## src/rtl/mem_port_arbiter.sv

```systemverilog
// mem_port_arbiter: two-master arbiter in front of a single-port synchronous 32-bit RAM
// Ports:
//   clk, reset (async, active-low)
//   m0_* : master 0 (CPU data port)   req/we/addr/wdata in, gnt/rvalid/rdata out
//   m1_* : master 1 (DMA/text copy)   same set plus m1_lock to hold a burst
//   ram_addr/ram_wdata/ram_we out, ram_rdata in (data one cycle after address)
// Config: define MEM_ARB_ROUND_ROBIN_EN for round-robin; default is fixed priority to master 0.
module mem_port_arbiter #(
  parameter int AW        = 11,
  parameter int MAX_BURST = 8
) (
  input  logic          clk,
  input  logic          reset,
  input  logic          m0_req,
  input  logic          m0_we,
  input  logic [AW-1:0] m0_addr,
  input  logic [31:0]   m0_wdata,
  input  logic          m1_req,
  input  logic          m1_we,
  input  logic [AW-1:0] m1_addr,
  input  logic [31:0]   m1_wdata,
  input  logic          m1_lock,
  output logic          m0_gnt,
  output logic          m1_gnt,
  output logic          m0_rvalid,
  output logic          m1_rvalid,
  output logic [31:0]   m0_rdata,
  output logic [31:0]   m1_rdata,
  output logic [AW-1:0] ram_addr,
  output logic [31:0]   ram_wdata,
  output logic          ram_we,
  input  logic [31:0]   ram_rdata
);
  typedef enum logic [1:0] {IDLE, OWN0, OWN1} state_t;
  localparam int BW = MAX_BURST > 1 ? $clog2(MAX_BURST) : 1;
  localparam logic [BW-1:0] BURST_MAX = BW'(MAX_BURST - 1);
  state_t        state_q, state_d;
  logic [BW-1:0] burst_q, burst_d;
  logic          m0_rvalid_q, m1_rvalid_q;
  logic          own0, own1, keep0, keep1;
  assign own0 = state_q == OWN0;
  assign own1 = state_q == OWN1;
  assign m0_gnt = own0 & m0_req;
  assign m1_gnt = own1 & m1_req;
  assign ram_addr  = own0 ? m0_addr : own1 ? m1_addr : '0;
  assign ram_wdata = own0 ? m0_wdata : own1 ? m1_wdata : '0;
  assign ram_we    = (m0_gnt & m0_we) | (m1_gnt & m1_we);
  assign m0_rdata  = ram_rdata;
  assign m1_rdata  = ram_rdata;
  assign m0_rvalid = m0_rvalid_q;
  assign m1_rvalid = m1_rvalid_q;
`ifdef MEM_ARB_ROUND_ROBIN_EN
  // owner 0 yields after every grant whenever master 1 is waiting
  assign keep0 = m0_req & ~m1_req;
`else
  // fixed priority: master 1 can never preempt owner 0
  assign keep0 = m0_req;
`endif
  // owner 1 keeps a locked burst until it has taken MAX_BURST grants in a row
  assign keep1 = m1_req & (~m0_req | (m1_lock & (burst_q < BURST_MAX)));
  always_comb begin
    state_d = own0 ? (keep0 ? OWN0 : m1_req ? OWN1 : IDLE) :
              own1 ? (keep1 ? OWN1 : m0_req ? OWN0 : IDLE) :
                     (m0_req ? OWN0 : m1_req ? OWN1 : IDLE);
    burst_d = (state_d != state_q || state_d == IDLE) ? '0 :
              ((m0_gnt | m1_gnt) && burst_q != BURST_MAX) ? burst_q + BW'(1) : burst_q;
  end
  // rvalid follows the grant of a read, so it stays correct when ownership moves
  always_ff @(posedge clk or negedge reset) begin
    if (!reset) begin
      state_q     <= IDLE;
      burst_q     <= '0;
      m0_rvalid_q <= 1'b0;
      m1_rvalid_q <= 1'b0;
    end else begin
      state_q     <= state_d;
      burst_q     <= burst_d;
      m0_rvalid_q <= m0_gnt & ~m0_we;
      m1_rvalid_q <= m1_gnt & ~m1_we;
    end
  end
endmodule

```

## config.mk

```make
export PLATFORM = sky130hd
export DESIGN_NAME = mem_port_arbiter
export DESIGN_NICKNAME = d
export VERILOG_FILES = /design/src/rtl/mem_port_arbiter.sv
export SDC_FILE = /design/constraint.sdc
export NUM_CORES = 1
export LEC_CHECK = 0
export BUFFER_PORTS_ARGS = -buffer_cell sky130_fd_sc_hd__clkbuf_2
export CORE_AREA = 3 3 90 92
export CTS_BUF_LIST = sky130_fd_sc_hd__clkbuf_2
export CTS_CLUSTER_DIAMETER = 30
export DETAILED_ROUTE_END_ITERATION = 10
export DIE_AREA = 0 0 93 95
export PLACE_DENSITY_LB_ADDON = 0.05
export RECOVER_POWER = 100
export SLEW_MARGIN = 40
export SYNTH_ARGS = -nofsm -noshare
export SYNTH_HDL_FRONTEND = slang
export SYNTH_SLANG_ARGS = --single-unit
```

## constraint.sdc

```tcl
create_clock -name clk -period 1.8 [get_ports clk]
set_input_delay 0.09 -clock clk [delete_from_list [all_inputs] [get_ports clk]]
set_output_delay 0.09 -clock clk [all_outputs]
set_load 0.02 [all_outputs]
```

==> run_results.csv <==
group,metric,value,unit
synthesis,synth-seq-area-share,13.0,%
sta,skew,0.00733,ns
sta,worst_slack,0.165,ns
worst_hold_path,holdCritPathClass,"input port to flop",
layout,drive_gt1_share,46.9,%
synthesis,ys_warn_count,0,
global_routing,grt_start_max_net_pins,44,
drt,dr_total_vias,1385,
clock_network,clock_sinks,7,
sta,finalHoldViolations,0,
floorplan,die_w,93,microns
floorplan,ios,237,
clock_network,cts_tree,"yes",
drt,drt_wl_total,5070,microns
sta,holdWs,0.0239,ns
drt,wl_per_cell,15.6,microns
placement,dpl.hpwl,4280,microns
sta,final-setup-viol-count,0,
layout,num-nets-final,354,
worst_setup_path,arrival,1.55,ns
sta,rsz0062_at_grt,"false",
global_routing,track_usage,9.73,%
clock_network,clk_pin_slew,0.08,ns
clock_network,cts_resized,0,
run_status,status,"finished, final reports clean",
drt,dr.pass1.iters,4,
placement,gp_congestion,0.731,
sta,worstMarginPinSlew,0.413,ns
placement,postPlaceCellArea,1650,sq um
sta,relSlewSlack,72.5,%
synthesis,synth.avg_cell_area,8.73,sq um
sta,fmax,0.612,GHz
sta,tns,0,ns
worst_setup_path,critical_path_class,"flop to primary output",
worst_setup_path,path_cells,"nor2b_4, buf_12, a22o_1, clkbuf_1",
floorplan,dieArea,8840,sq um
synthesis,synth_area,1350,sq um
clock_network,cts_max_level,1,
synthesis,synth.net_count,281,
sta,fin_crit,1.64,ns
layout,nFillCells,860,
worst_setup_path,reg2regPathDepth,5,
layout,post-route-cell-area,1620,sq um
pwr,irDropWorstVdd,0.282,mV
clock_network,ctsHoldBuffers,1,
drt,viasPerCell,4.26,
clock_network,clockBufferDepth,2,
floorplan,initial_core_util,18.4,%
global_routing,overflow,0,
worst_setup_path,r2r_start,"burst_q[0]$_DFFE_PN0P_",
worst_setup_path,endpoint_kind,"primary output",
clock_network,cts_setup_buffers,0,
synthesis,syn_inst,154,
synthesis,ys_seq_elements,7,
clock_network,cts-root-buf,"clkbuf_2",
pwr,power_density,438,nW/um^2
global_routing,antenna_found_initial,0,
worst_setup_path,startpoint_type,"flop",
worst_setup_path,critPathLaunch,"state_q[0]$_DFF_PN0_",
clock_network,cts_buffers,3,
worst_setup_path,cp_slowest_stage_delay,0.46,ns
layout,synthToLayoutAreaGrowth,20.3,%
run,max-cap-violations,0,
global_routing,grt_pass1_wl,6840,microns
worst_setup_path,r2r_setup_slack,0.27,ns
floorplan,core-area,7290,sq um
drt,drc,0,
global_routing,grt_pass1_vias,1283,
placement,place_ws,0.276,ns
floorplan,row_count,31,
floorplan,die_y,95,microns
pwr,p_leak,0.854,nW
placement,io_buffers,140,
layout,diodes,0,
worst_setup_path,cp_max_fo,43,
worst_setup_path,endpoint,"ram_wdata[27]",
worst_setup_path,critPathSlowestCell,"dfrtp_1",
worst_setup_path,timing.rr.end,"burst_q[0]$_DFFE_PN0P_",
sta,drv_slew,0,
sta,finalCritPeriodShare,90.8,%
drt,ant_nets,0,
clock_network,clock_latency,0.22,ns
worst_setup_path,required,1.71,ns
drt,drt_iter0_drc,35,
layout,post-route-util,22.2,%
synthesis,synth.distinct_cells,19,
==> placed cells by master, fill, tap and decap left out, types with 3 or more instances in the layout <==
| cell | synthesis | final |
|---|---|---|
| dfrtp_1 | 7 | 7 |
| a22o_1 | 44 | 44 |
| a22oi_1 | 3 | 3 |
| clkbuf_1 | 0 | 44 |
| nand3_1 | 4 | 5 |
| clkbuf_2 | 0 | 100 |
| inv_1 | 3 | 3 |
==> synth_stat cells <==
master	n	area, sq um
buf_4	68	510
a22o_1	44	385
dfrtp_1	7	175
buf_6	5	56.3
nand3_1	4	20.0
a22oi_1	3	22.5
buf_2	3	15.0
inv_1	3	11.3
nor2b_1	3	18.8
and3b_1	2	17.5
ha_1	2	25.0
nand4bb_1	2	22.5
o211ai_1	2	15.0
a21o_1	1	7.51
a31oi_1	1	6.26
a31oi_2	1	12.5
nand3_2	1	10.0
nor2b_2	1	8.76
o21ai_0	1	5.00
==> where the power goes <==
group	total, mW	leakage (nW)	switching (mW)	internal [mW]
combinational	0.425	0.744	0.242	0.183
clock	0.116	0.0166	0.0564	0.0591
sequential	0.169	0.0936	0.00681	0.162
==> per-layer routing <==
| metal | wire length [microns] | vias up | part of all wire, % | track usage, % |
|---|---|---|---|---|
| met5 | 0 | - | 0 | 0 |
| met4 | 61 | 0 | 1.2 | 2.32 |
| met3 | 708 | 11 | 14 | 4.46 |
| met2 | 2440 | 115 | 48 | 17.6 |
| met1 | 1850 | 610 | 37 | 10.3 |
| li1 | - | 649 | - | - |
==> logic make-up after synthesis <==
| group | synth area share (%) |
|---|---|
| fa+ha+maj | 1.86 |
| buf+inv | 44.1 |
| flops | 13.0 |
| simple gates | 7.26 |
| compound gates | 33.8 |
==> registers in the layout (all words and copies together), names as in the netlist <==
register and cells:
state_q 2, burst_q 3, m0_rvalid 1, m1_rvalid 1
==> worst min path at each step <==
| stage | from | endpoint | slack [ns] | cells after the start |
|---|---|---|---|---|
| after global placement | reset | m1_rvalid$_DFF_PN0_ | -0.05 | 1 |
| after floorplan | reset | burst_q[0]$_DFFE_PN0P_ | -0.21 | 0 |
| after detailed placement | reset | m1_rvalid$_DFF_PN0_ | -0.05 | 1 |
| after CTS | m1_we | m1_rvalid$_DFF_PN0_ | 0.003 | 2 |
| final | m1_we | m1_rvalid$_DFF_PN0_ | 0.02 | 2 |
| after global routing | m1_we | m1_rvalid$_DFF_PN0_ | 0.002 | 2 |
==> layout make-up <==
cell class | instances | area (sq um) | share of cell area, %
Multi-Input combinational cell | 68 | 584 | 36.1
Tap cell | 99 | 124 | 7.66
Timing Repair Buffer | 144 | 703 | 43.5
Sequential cell | 7 | 175 | 10.8
Inverter | 3 | 11.3 | 0.696
Clock buffer | 4 | 20.0 | 1.24
==> through the flow <==
stage | total power [mW] | cells
detailed placement | 0.618 | 320
finish | 0.709 | 325
global placement | 0.627 | 320
floorplan | 0.625 | 154
CTS | 0.743 | 325
global route | 0.760 | 325
==> critical path: cells and delay by family (launching register included) <==
kind	cells	cell delay, ns
buf+inv	2	0.48
flops	1	0.46
compound gates	1	0.16
simple gates	1	0.21
Power figures use the tool's default switching activity.
